$ cat config.mk
export PLATFORM = sky130hd
export DESIGN_NAME = mem_arbiter
export DESIGN_NICKNAME = d
export VERILOG_FILES = /design/src/rtl/mem_arbiter.sv
export SDC_FILE = /design/constraint.sdc
export NUM_CORES = 1
export LEC_CHECK = 0
export CORE_AREA = 2 2 105 107
export DETAILED_ROUTE_END_ITERATION = 12
export DIE_AREA = 0 0 107 109
export PLACE_DENSITY = 0.64
export SYNTH_ARGS = -nofsm -noshare
export SYNTH_HDL_FRONTEND = slang
export SYNTH_SLANG_ARGS = --single-unit
$ cat constraint.sdc
create_clock -name CLK -period 2.09 [get_ports CLK]
set_input_delay 0.418 -clock CLK [delete_from_list [all_inputs] [get_ports CLK]]
set_output_delay 0.418 -clock CLK [all_outputs]
set_load 0.005 [all_outputs]
$ cat src/rtl/mem_arbiter.sv
// mem_arbiter: responder end of the caches_if protocol. Arbitrates single
// word transactions from the icache and dcache onto one single-ported RAM,
// drives the iwait/dwait handshakes, inserts a turnaround cycle after every
// completed access, protects the icache from starvation and watches the RAM
// for errors and stalls.
module mem_arbiter #(
  parameter int ISTARVE = 4,
  parameter int TIMEOUT = 64
) (
  input  logic        CLK,
  input  logic        RST,
  input  logic        dREN,
  input  logic        dWEN,
  input  logic [31:0] daddr,
  input  logic [31:0] dstore,
  output logic        dwait,
  output logic [31:0] dload,
  input  logic        iREN,
  input  logic [31:0] iaddr,
  output logic        iwait,
  output logic [31:0] iload,
  output logic        ramREN,
  output logic        ramWEN,
  output logic [31:0] ramaddr,
  output logic [31:0] ramstore,
  input  logic [31:0] ramload,
  input  logic [1:0]  ramstate,
  output logic        err
);

  localparam logic [1:0] IDLE = 2'd0;
  localparam logic [1:0] DGNT = 2'd1;
  localparam logic [1:0] IGNT = 2'd2;
  localparam logic [1:0] TURN = 2'd3;

  localparam logic [1:0] RAM_ACCESS = 2'd2;
  localparam logic [1:0] RAM_ERROR  = 2'd3;

  localparam int SW = $clog2(ISTARVE + 1);
  localparam int TW = $clog2(TIMEOUT + 1);

  logic [1:0]    state;
  logic [1:0]    state_next;
  logic [SW-1:0] starve;
  logic [TW-1:0] tcount;
  logic          err_q;

  logic d_req;
  logic in_grant;
  logic ram_ok;
  logic starve_full;
  logic d_active;
  logic i_active;
  logic d_done;
  logic i_done;

  // Request qualifiers. Reset masks the grant so nothing reaches the RAM or
  // the caches while RST is high, even if the state register still shows a
  // grant from before the reset edge.
  always_comb begin
    d_req       = dREN | dWEN;
    in_grant    = (state == DGNT) || (state == IGNT);
    ram_ok      = (ramstate == RAM_ACCESS);
    starve_full = (starve == SW'(ISTARVE));
    d_active    = !RST && (state == DGNT) && d_req;
    i_active    = !RST && (state == IGNT) && iREN;
    d_done      = d_active && ram_ok;
    i_done      = i_active && ram_ok;
  end

  // Next-state decision: the dcache wins in IDLE unless the icache has been
  // passed over ISTARVE times; a dropped request aborts its grant.
  always_comb begin
    state_next = state;
    case (state)
      IDLE: begin
        if (d_req && !(iREN && starve_full)) begin
          state_next = DGNT;
        end else if (iREN) begin
          state_next = IGNT;
        end
      end
      DGNT: begin
        if (!d_req) begin
          state_next = IDLE;
        end else if (ram_ok) begin
          state_next = TURN;
        end
      end
      IGNT: begin
        if (!iREN) begin
          state_next = IDLE;
        end else if (ram_ok) begin
          state_next = TURN;
        end
      end
      default: state_next = IDLE;
    endcase
  end

  // RAM and cache-side outputs, passed straight through from the granted
  // requester; writes take precedence when the dcache raises both enables.
  always_comb begin
    dwait    = 1'b1;
    iwait    = 1'b1;
    dload    = 32'h0;
    iload    = 32'h0;
    ramREN   = 1'b0;
    ramWEN   = 1'b0;
    ramaddr  = 32'h0;
    ramstore = 32'h0;
    if (d_active) begin
      ramaddr = daddr;
      if (dWEN) begin
        ramWEN   = 1'b1;
        ramstore = dstore;
      end else begin
        ramREN = 1'b1;
      end
      if (ram_ok) begin
        dwait = 1'b0;
        dload = dWEN ? 32'h0 : ramload;
      end
    end else if (i_active) begin
      ramaddr = iaddr;
      ramREN  = 1'b1;
      if (ram_ok) begin
        iwait = 1'b0;
        iload = ramload;
      end
    end
  end

  // State register.
  always_ff @(posedge CLK) begin
    if (RST) begin
      state <= IDLE;
    end else begin
      state <= state_next;
    end
  end

  // Starve counter: counts dcache completions that the icache sat through,
  // and is cleared once the icache is served or stops asking.
  always_ff @(posedge CLK) begin
    if (RST) begin
      starve <= '0;
    end else if (i_done) begin
      starve <= '0;
    end else if (d_done && iREN) begin
      if (!starve_full) begin
        starve <= starve + SW'(1);
      end
    end else if ((state == IDLE) && !iREN) begin
      starve <= '0;
    end
  end

  // Timeout counter and sticky error flag: a grant that never sees ACCESS
  // for TIMEOUT cycles, or any RAM ERROR during a grant, raises err; the
  // grant itself is held so the RAM keeps being retried.
  always_ff @(posedge CLK) begin
    if (RST) begin
      tcount <= '0;
      err_q  <= 1'b0;
    end else begin
      if ((state == IDLE) && (state_next != IDLE)) begin
        tcount <= '0;
      end else if (in_grant && !ram_ok) begin
        if (tcount != TW'(TIMEOUT)) begin
          tcount <= tcount + TW'(1);
        end
        if (tcount == TW'(TIMEOUT - 1)) begin
          err_q <= 1'b1;
        end
      end
      if (in_grant && (ramstate == RAM_ERROR)) begin
        err_q <= 1'b1;
      end
    end
  end

  assign err = err_q;

endmodule

* Word-level counts from Yosys, hierarchy flattened
Cells that the tools add are included.
Storage, ports and cells: register bits after elaboration 13, word-level logic and storage cells 76
Operators by class: $add $sub $neg 2, equality and inequality tests 9, muxes and demuxes 32, bitwise operators 1, reduce and logical (&&, ||, !) cells 28
Operators by type and width (number):
- 32-bit two-way mux | 10
- 1-bit logical AND | 13
- 1-bit two-way mux | 13
- 2-bit two-way mux | 5
- 3-bit two-way mux | 3
- 2-bit nonzero test | 4
- 7-bit by 1-bit adder with 7-bit output (second input constant) | 1
- 7-bit by 6-bit == test with 1-bit output (second input constant) | 1
- 7-bit inequality test (second input constant) | 1
- 2-bit == test (second input constant) | 3
- 2-bit one-hot mux with 3 select lines | 1
- 1-bit logical NOT | 4
- 2-bit AND reduction | 2
- 2-bit OR reduction | 2
- 3-bit by 1-bit adder with 3-bit output (second input constant) | 1
- 3-bit == test (second input constant) | 1
- 3-bit AND reduction | 1
- 2-bit by 1-bit == test with 1-bit output (second input constant) | 1
- 2-bit logical NOT | 1
- 2-bit by 1-bit inequality test with 1-bit output (second input constant) | 1
- 2-bit inequality test (second input constant) | 1
- 1-bit logical OR | 1
- 1-bit OR | 1

* Depth between registers and ports, before layout
Gate-level depths: netlist (run 1).
depth after elaboration 10, mapped depth 7

* Worst setup path before layout (run 1)
OpenSTA, ideal clock, no wires.
kind flip-flop to output port, from reg state[1], to out iload[15], arrival 1404 ps, required time 1672 ps, setup slack 268 ps, cell stages (with the launch flop) 8, path buffers 2, cells stage by stage dfxtp_1 -> inv_1 -> ha_1 -> o21ai_4 -> nor3b_4 -> buf_6 -> buf_6 -> and3_1
Between the ends: cells in the longest elaborated chain, start to end 5, elaborated cells on any way between the ends 8, classes of those cells eq/ne (2); mux (2); reduce/logical (4)
Ends and longest elaborated chain:
- start: declaration | RTL line 42 | logic [1:0] state;
- start signal: assignment | RTL line 139 | state <= state_next;
- 2-bit == test | RTL line 66 | i_active = !RST && (state == IGNT) && iREN;
- 1-bit logical AND (2 in a row) | RTL line 66
- 32-bit two-way mux | RTL line 124 | end else if (i_active) begin
- 32-bit two-way mux (*) | RTL line 112 | if (d_active) begin
- end: declaration | RTL line 21 | output logic [31:0] iload,
Every way passes the cells marked *; elsewhere a longest branch is shown, timed or not.

* Final worst setup path (run 1)
from reg state[1], to out ramaddr[1]
Between the ends: cells in the longest elaborated chain, start to end 5, elaborated cells on any way between the ends 8, classes of those cells eq/ne (2); mux (2); reduce/logical (4)
Ends and longest elaborated chain:
- 2-bit == test | RTL line 66
- 1-bit logical AND (2 in a row) | RTL line 66
- 32-bit two-way mux | RTL line 124
- 32-bit two-way mux (*) | RTL line 112
- end: declaration | RTL line 24 | output logic [31:0] ramaddr,
Marked as above.

==> results of run 1 <==
[stage by stage]
| stage | util | cells | setup TNS (ps) | hold WS (ps) |
|---|---|---|---|---|
| floorplan | - | 260 | 0 | 491.7 |
| global placement | 0.4615 | 661 | -77460 | 517.3 |
| detailed placement | 0.4615 | 661 | -78520 | 524.0 |
| CTS | 0.5067 | 702 | -21650 | 542.0 |
| global route | 0.5720 | 715 | -21420 | 584.1 |
| finish | 0.5725 | 717 | -12120 | 540.5 |
[layer usage]
layer	share of wire	GRT usage
met3	0.071	0.04901
met2	0.50	0.3831
met1	0.40	0.2733
met5	0.00077	0
met4	0.028	0.05566
[power breakdown]
part           total, mW  switching [mW]  internal [mW]
Clock              0.239           0.104          0.135
Sequential         0.269         0.00983          0.259
Combinational       1.02           0.385          0.638
Total               1.53           0.498           1.03
[layout by cell type, fill, tap and decap left out, types with 3 or more instances in the layout]
| cell | n |
|---|---|
| a21oi_1 | 3 |
| buf_4 | 18 |
| buf_16 | 10 |
| and3_1 | 28 |
| nor2_1 | 8 |
| ha_1 | 6 |
| clkbuf_8 | 3 |
| inv_1 | 5 |
| dfxtp_1 | 11 |
| buf_12 | 15 |
| clkdlybuf4s50_1 | 129 |
| nand2b_1 | 5 |
| or2_2 | 3 |
| nor3_1 | 4 |
| nand2_1 | 7 |
| nand3_1 | 3 |
| buf_6 | 93 |
| a22o_1 | 30 |
| buf_8 | 3 |
| dlygate4sd2_1 | 5 |
| xnor2_1 | 3 |
| buf_2 | 57 |
| clkbuf_16 | 8 |
| and3_4 | 68 |
[worst paths after layout]
check,from,endpoint,slack [ps],cells past startpoint
hold reg to reg,starve[2],starve[2],540,1
hold / removal,starve[2],starve[2],540,1
setup reg to reg,state[0],err,270,6
setup / recovery,state[1],ramaddr[1],-200,10
[worst max-delay path, cell delays in order, from the launching register on]
cell and delay [ps]:
dfxtp_2 330, inv_2 70, ha_4 140, o21ai_4 60, nor3b_4 160, buf_6 150, buf_12 130, buf_16 130
buf_12 120, a22o_4 230, buf_6 110
[cell usage after synthesis (2+ instances only)]
master    instances
and3_1           96
a22o_1           32
clkbuf_1         16
dfxtp_1          13
nand2_1          10
nor2_1            9
ha_1              8
inv_1             7
buf_2             6
buf_6             6
nand2b_1          5
nor3_1            5
or2_2             4
a21oi_1           3
nand3_1           3
xnor2_1           3
a31oi_1           2
and2_1            2
clkbuf_2          2
mux2i_1           2
nand4_1           2
nor4_1            2
o21ai_0           2
o21bai_1          2
o31ai_1           2
xor2_1            2
[layout make-up]
type / count / area (sq um) / share of cell area
antenna: 2 / 5.005 / 0.0008246
clock buffer: 4 / 45.04 / 0.007421
inverter: 7 / 26.28 / 0.004329
multi-input combinational: 210 / 1893 / 0.3119
sequential: 13 / 265.3 / 0.04370
tap: 140 / 175.2 / 0.02886
timing repair buffer: 341 / 3660 / 0.6030
[repair_timing]
action                                  in CTS  in global routing
gates cloned                                12                 11
pin swaps                                   23                 51
endpoints found under the setup margin     132                132
setup buffers                               25                  8
resized for setup                          556                176
[registers in the layout, indices dropped and copies added (netlist names)]
signal  flops
starve      3
state       2
err         1
tcount      7
[cells by family after synthesis]
logic type / after synthesis
compound gates: 50
xor+xnor: 5
fa+ha+maj: 8
buf+inv: 37
flops: 13
mux: 3
simple gates: 144
==> results.txt, run 1 <==
The flow ran to the end, but the final reports show violations. The final reports fail on setup timing. The headroom to the max-slew limit is 0.7312. The leakage power total came out at 2.806 nW. After synthesis, the largest family of logic cells by area is simple AND/OR/NAND/NOR gates. The worst slack at placement came out at -667.8 ps. At the worst endpoint, the arrival time is 1870 ps. Dividing the detail-routed wire length by the instance count gives 21.81 um. The worst setup path is launched from a flip-flop. Averaged over all synthesized cells, the footprint is 7.406 sq um.

Of the total synthesized cell area, the portion taken by XOR and XNOR cells is 0.02274. TritonCTS built the clock tree. The floorplan has 38 rows. Global routing finished with a remaining overflow of 0. Of the total synthesized cell area, the portion taken by AND, OR, NAND and NOR gates is 0.4503. In the post-route analysis, the smallest setup slack over all paths is -198.7 ps.

The die area is 11,660 sq um. Setup repair after global routing could not meet its margin everywhere. The worst setup path is of the reg2out kind. The clock transition time at the flip-flop clock pins of the worst setup and hold paths came out at 60 ps. The detail route stage leaves a number of antenna-violating nets equal to 0. In this run the power density over the cells is 252.2 nW/um^2. Relative to the synthesized area, the layout overhead comes to 215.2%. Entering global routing, the biggest net connects 64 pins. The sequential area share after synthesis came out at 0.1352. Synthesis produced 260 cells. Counting flops with an async set or reset pin after synthesis yields a share of 0. The total number of H-tree levels came out at 1. Setup violations remaining at the end of the flow were counted as 120. By area the synthesized netlist is led by and3_1 (31%), a22o_1 (15%), dfxtp_1 (14%).

The total CTS buffers came out at 3. The worst setup path is captured at an output port. The count of buffers from port buffering came out at 267. The synthesis warning total came out at 0. The source-to-sink clock delay at the later pin of the worst-skew pair came out at 250 ps.

In the finished design, the share of the clock period the worst path needs comes to 1.095. The detailed-route vias per instance came out at 4.946. From bottom edge to top edge, the die measures 109 um.

The die outline width is 107 um. Summed over all layers, the routed wires come to 15,640 um. The final design area excluding fillers is 6070 sq um. The via count is 3,546. For this block, the initial DRC count from the detailed router was 206. Counting every sink on the clock net gives 13. The number of top-level pins came out at 268. The post-synthesis share of cell area spent on full adders, half adders and majority gates is 0.05198. After the last flow step, the layout net total stands at 719. The top cell type by total area after synthesis is and3_1. The filler cell count in the final layout is 928.

The region available for standard cell placement spans 10,600 sq um. The kind of path behind the tightest hold check is reg2reg. In the global route stage, overall resource usage came out at 0.2193. The number of buffers inserted by hold repair at cts is 0. The synthesized netlist net count came out at 403. The post-detailed-placement cell area is 4893 sq um.

The portion of netlist area occupied by mux cells came out at 0.01624. Derived from the worst setup path, the maximum achievable clock frequency is 436.9 MHz. The share of the synthesized area in the top cell type came out at 0.3119. The maximum clock path buffer count came out at 2.

The remaining design rule violation count came out at 0. The via count of the first global-routing pass came out at 3,130. The worst-path maximum fanout came out at 5. At the worst endpoint, the required time is 1670 ps.

The count of final hold-check violations is 0. For the finished layout, the period the worst path requires is 2289 ps. The actual slew at the worst max-slew pin came out at 399.9 ps. The complex-gate fraction of the synthesized area is 0.2229. The final max-slew violation count is 0. Across the VDD grid, the largest voltage drop is 0.0002195 V. The number of synthesized flops with an enable pin is 0. The flip-flop and latch count after synthesis came out at 13.

The commonest register cell after synthesis is dfxtp_1. The length of the first detailed-routing pass in iterations came out at 4. The first global-routing pass estimated 19,510 um of wire. The initial standard-cell utilization of the core came out at 0.1816. The estimated wirelength of the detail-placed design came out at 9750 um. The final clock skew is 3.101 ps.

The initial antenna violation count came out at 2. The cell area after synthesis is 1926 sq um. The share of post-route cells with drive strength above 1 came out at 0.5270. The number of distinct library cells after synthesis came out at 40. The number of max-cap violations came out at 0. The design draws 1.531 mW. The global placement routability congestion is 0.8315. The cell sitting at the root of the clock tree is a clkbuf_8.
No activity file was read; power rests on OpenSTA's default activity.
==> run 2: changes to the inputs <==
==> config.mk (replaced) <==
export PLATFORM = sky130hd
export DESIGN_NAME = mem_arbiter
export DESIGN_NICKNAME = d
export VERILOG_FILES = /design/src/rtl/mem_arbiter.sv
export SDC_FILE = /design/constraint.sdc
export NUM_CORES = 1
export LEC_CHECK = 0
export CAP_MARGIN = 20
export CORE_AREA = 2 2 104 106
export DETAILED_ROUTE_END_ITERATION = 12
export DIE_AREA = 0 0 106 108
export DONT_BUFFER_PORTS = 1
export PLACE_DENSITY = 0.31
export SYNTH_ARGS = -nofsm -noshare
export SYNTH_HDL_FRONTEND = slang
export SYNTH_SLANG_ARGS = --single-unit
==> results.txt, run 2 (synthesized netlist as in run 1, its figures left out) <==
The routed length per instance is 26.61 um. The global placement routability congestion is 0.7416. The highest clock frequency the design can meet came out at 482.3 MHz. The met2 demand-to-capacity share in global routing came out at 0.2442.

For this design the ratio of total power to cell area is 349.1 nW/um^2. The final design area excluding fillers came out at 2689 sq um. STA classifies the critical path startpoint as a flip-flop. The count of final hold-check violations was 0. The clock tree from TritonCTS is yes.

The total instance count after detailed placement came out at 374. CTS built an H-tree with a depth of 1. The synthesis-to-finish area growth came out at 39.64%. The most common library cell in the layout ignoring fill and taps is and3_1.

For this block, the routed nets add up to 10,560 um of wire. The data arrival time of the critical path came out at 1660 ps. The final cell count without fillers came out at 397. The final max-slew violation count came out at 0. The worst voltage drop across the vdd grid is 0.0001986 V. The die is 106 um wide. The remaining design rule violation count is 0. The maximum clock path buffer count is 2.

STA classifies the critical path endpoint as an output port. For this run, global-route usage on met3 was measured as 0.02532. The smallest hold slack is 270.9 ps. The routing usage on met1 is 0.1851. The kind of path behind the tightest hold check is in2reg. Along the worst hold path, the cell count comes to 1. The first TritonRoute pass finished after 4 iterations. The die covers 11,450 sq um. The number of flip-flops in the largest register came out at 7. The post-detailed-placement cell area is 2058 sq um. The detailed router finished its first iteration with 144 violations. The remaining antenna violation count after routing is 0. The number of setup violations in the final report is 0. The worst-path maximum fanout came out at 8. Setup repair after global routing could not meet its margin everywhere. The initial standard-cell utilization of the core is 0.1882.

The detailed-route vias per instance came out at 5.504. During I/O placement, the number of pins put on the boundary was 268. The cell internal power dissipation is 601.3 uW. The initial antenna violation count is 0. The worst setup path startpoint is state[1]. From bottom edge to top edge, the die measures 108 um.

The startpoint of the worst-slack reg-to-reg timing path is state[0]. For the pin with the worst max-slew slack, the measured transition is 371.7 ps. For the worst setup path, the data required time is 1670 ps.

The final clock skew came out at 2.554 ps. The total power consumption of the routed design is 938.7 uW. The library cells used most frequently in the layout, excluding fill and tap cells, are and3_1 (77), and3_4 (19), a22o_1 (19). Headroom to the max-slew limit came out at 0.7499.

The net count reported at finish came out at 405. The time the worst path needs with I/O delays and setup is 2074 ps. Of the available clock period, the critical path in the final layout requires 0.9922. The share of post-route cells with drive strength above 1 came out at 0.3218. The number of max-cap violations came out at 0. The filler cell count in the final layout is 1,102.

In this run the standard cell core region covers 10,230 sq um. At the end of the flow the core is filled with cells to 0.2628. Clock-pin slew was measured on the worst setup and hold paths at 60 ps. Port buffering added 0 buffers. TritonCTS created 3 clock buffers. The via count of the first global-routing pass is 1,912.

tcount holds more flip-flops than any other register. The worst register-to-register path has a depth of 5. The switching power summed over all nets is 337.4 uW. The cell sitting at the root of the clock tree is a clkbuf_8.

In the final layout, the registers with the most flip-flops are tcount (7), starve (3), state (2). The via count came out at 2,185. The placement row count came out at 37. The clock sink count is 13. The switching share of power came out at 0.3595. The estimated wirelength of the detail-placed design came out at 7184 um. After global routing, the most crowded layer is met2.

The startpoint identified for the worst hold timing path is RST. For this run the aggregate overflow at the end of global routing stands at 0. The leakage power total came out at 1.292 nW.

The sequential share of power came out at 0.291. The largest net degree at the start of global routing came out at 61. The flow ran to the end, and the final reports show no timing, DRC or antenna violations. The combinational group share of total power is 0.460. The worst setup path is of the reg2out kind.

The overall fraction of global-route tracks in use is 0.1434. The global-route wire length before repair came out at 12,390 um. The source-to-sink clock delay at the later pin of the worst-skew pair came out at 240 ps.

The repair_antennas step left the layout with diodes totalling 0. The share of total power dissipated in the clock network is 0.249. The number of buffers inserted by hold repair at cts came out at 0.
==> run 2: worst paths after layout <==
path / slack, ps / end
max reg2reg: 310 / err
min reg2reg: 550 / starve[2]
max: 20 / ramaddr[5]
min: 270 / err
==> run 2: area by class of cell <==
type,count,area (sq um),share of cell area
Multi-Input combinational cell,210,1738,0.6463
Timing Repair Buffer,27,439.2,0.1633
Sequential cell,13,267.8,0.09958
Tap cell,136,170.2,0.06329
Clock buffer,4,45.04,0.01675
Inverter,7,28.78,0.01070
==> run 2: power groups by stage <==
stage / clock network, mW / registers, mW / logic (mW)
global placement: 0 / 0.274 / 0.307
CTS: 0.241 / 0.271 / 0.377
global route: 0.250 / 0.275 / 0.459
detailed placement: 0 / 0.273 / 0.302
floorplan: 0 / 0.270 / 0.234
finish: 0.234 / 0.273 / 0.432
==> run 2: layer usage <==
metal  wire [um]  share of wire  up-vias
li1            -              -      974
met1        4255           0.40     1088
met2        5319           0.50      110
met3         696          0.066       13
met4         294          0.028        0
met5           0              0        -
==> run 2: stage by stage <==
step                      setup WS [ps]  setup TNS [ps]
after CTS                        -11.39          -87.13
after global placement            26.17               0
after global routing             -54.34           -1976
final                             16.40               0
after floorplan                   268.0               0
after detailed placement         -3.087          -3.087
==> run 2: what timing repair did <==
item | in CTS | in global routing
cloned | 3 | 7
buffers inserted | 8 | 1
pin swaps | 7 | 12
endpoints found under the setup margin | 67 | 97
resized for setup | 24 | 29
==> run 2: worst max-delay path, cell delays in order, from the launching register on <==
cell     delay [ps]
dfxtp_4         370
buf_4           120
ha_4            130
nand2_4          50
nor3b_4         210
buf_6           180
buf_6           180
a22o_1          170
==> run 3: changes to the inputs <==
--- a/config.mk
+++ b/config.mk
@@ -10,6 +10,7 @@
 export DETAILED_ROUTE_END_ITERATION = 12
 export DIE_AREA = 0 0 106 108
 export DONT_BUFFER_PORTS = 1
+export MAX_ROUTING_LAYER = met4
 export PLACE_DENSITY = 0.31
 export SYNTH_ARGS = -nofsm -noshare
 export SYNTH_HDL_FRONTEND = slang
==> results.txt, run 3 (synthesized netlist as in run 1, its figures left out) <==
In this run the worst hold path is classified as in2reg. The die area came out at 11,450 sq um. The worst setup path is launched from a flip-flop. The worst-path maximum fanout is 8. The clock transition time at the flip-flop clock pins of the worst setup and hold paths came out at 60 ps. The required time at the worst-slack endpoint is 1670 ps. The first routing iteration left 178 violations.

The congestion estimate from routability-driven global placement came to 0.7503. The count of buffers from port buffering is 0. The largest net degree at the start of global routing is 61. The highest clock frequency the design can meet came out at 481.4 MHz. The worst voltage drop across the vdd grid came out at 0.0001990 V. The final clock skew is 1.647 ps.

The initial antenna violation count is 0. The final design area excluding fillers is 2679 sq um. The largest registers in the layout are tcount (7), starve (3), state (2). More flip-flops sit in one register than any other, and that register is tcount.

The critical path in this run is classified as reg2out. Setup violations remaining at the end of the flow were counted as 0. The run finished with clean final reports. The remaining design rule violation count came out at 0.

The hold path startpoint is RST. The total length of routed wires is 10,580 um. The net count reported at finish came out at 405. The placement row count is 37. Of the cells placed in the final design, the portion with a size suffix greater than 1 is 0.3142. The worst register-to-register path begins at state[0].

STA classifies the critical path endpoint as an output port. The headroom to the max-slew limit came out at 0.7498. The global-route wire length before repair is 12,410 um. From left edge to right edge, the die measures 106 um.

Counting instances, the worst hold path has a depth of 1. The post-detailed-placement cell area came out at 2058 sq um. For hold timing, the worst endpoint is err.

The source-to-sink clock delay at the later pin of the worst-skew pair is 240 ps. The total inserted antenna cells is 0. The estimated wirelength of the detail-placed design is 7184 um. The detailed-route vias per instance came out at 5.526. The data arrival time of the critical path came out at 1660 ps. Power spread over the standard cell area amounts to 350.2 nW/um^2. The clock sink count is 13. The remaining antenna violation count after routing came out at 0. The time the worst path needs with I/O delays and setup is 2077 ps.

The overall fraction of global-route tracks in use is 0.1480. The clock tree root buffer cell is clkbuf_8. The leakage power total is 1.296 nW. Dividing the final minimum period by the clock period gives 0.9939. The minimum setup slack among reg-to-reg paths is 320 ps. The leftover overflow at the end of global routing is 0.

The number of max-cap violations came out at 0. Detailed routing inserted a total of 2,194 vias. The maximum clock path buffer count is 2. Measured in cells, the most critical reg-to-reg path has a length of 5. In the layout the commonest cells are and3_1 (79), a22o_1 (19), and3_4 (17). The core footprint came out at 10,230 sq um. The number of buffers inserted by hold repair at cts came out at 0. The total CTS buffers came out at 3.

The total power consumption of the routed design is 938.2 uW. The count of final hold-check violations came to 0. The initial standard-cell utilization of the core is 0.1882. The via count of the first global-routing pass is 1,896. The number of top-level pins came out at 268. The number of flip-flops in the largest register came out at 7. The total number of H-tree levels is 1. Setup repair after global routing could not meet its margin everywhere. The synthesis-to-finish area growth is 39.12%.

The pre-antenna-repair detailed-routing pass consisted of 4 iterations. The actual slew at the worst max-slew pin is 371.9 ps. The final-layout setup total negative slack is 0 ps. The final max-slew violation count came out at 0. In this run the vertical extent of the chip is 108 um.

The endpoint of the worst-slack reg-to-reg timing path is err. The library cell used most frequently in the layout, excluding fill and tap cells, is and3_1. TritonCTS built the clock tree. The routed length per instance came out at 26.64 um.
## run 3: routing by layer
metal	routed length, um	global-route usage	part of all wire	vias to the layer above
li1	-	-	-	977
met1	4172	0.1858	0.39	1093
met2	5365	0.2502	0.51	111
met3	762	0.02592	0.072	13
met4	276	0.03195	0.026	0
met5	0	-	0	-
## run 3: per-stage QoR
step                hold WS, ps  instances  utilization  worst slack [ps]
finish                    271.9        397       0.2618             12.83
global route              282.2        397       0.2618            -51.83
CTS                       268.3        389       0.2326            -11.39
detailed placement        521.3        374       0.2012            -3.087
global placement          524.2        374       0.2012             26.17
floorplan                 491.7        260            -             268.0
## run 3: where the power goes
| group | switching (mW) | internal (mW) | total, mW |
|---|---|---|---|
| clock | 0.0993 | 0.135 | 0.234 |
| sequential | 0.0143 | 0.259 | 0.273 |
| combinational | 0.224 | 0.207 | 0.431 |
| total | 0.338 | 0.601 | 0.938 |
## run 3: final cells by class
class                   instances  area (sq um)
fillers                      1102          7552
multi-input cells             210          1728
repair buffers                 27         439.2
flip-flops and latches         13         267.8
well taps                     136         170.2
clock buffers                   4         45.04
inverters                       7         28.78
## run 3: worst max-delay path by stage
stage               slack [ps]  startpoint          to
CTS                        -10    state[0]    iload[1]
detailed placement          -3    state[1]  ramaddr[0]
floorplan                  270    state[1]   iload[15]
global route               -50    state[1]   iload[22]
global placement            30    state[1]  ramaddr[0]
finish                      10    state[1]   iload[29]
## run 3: timing repair
item,CTS,global route
gates cloned,3,7
resized for setup,24,27
endpoints found under the setup margin,67,97
pin swaps,7,12
buffers inserted,8,1
## run 3: worst max-delay path: stages (launching register included)
cell and delay (ps):
dfxtp_4 370, buf_4 120, ha_4 130, nand2_4 50, nor3b_4 210, buf_6 180, clkbuf_16 160, and3_4 190
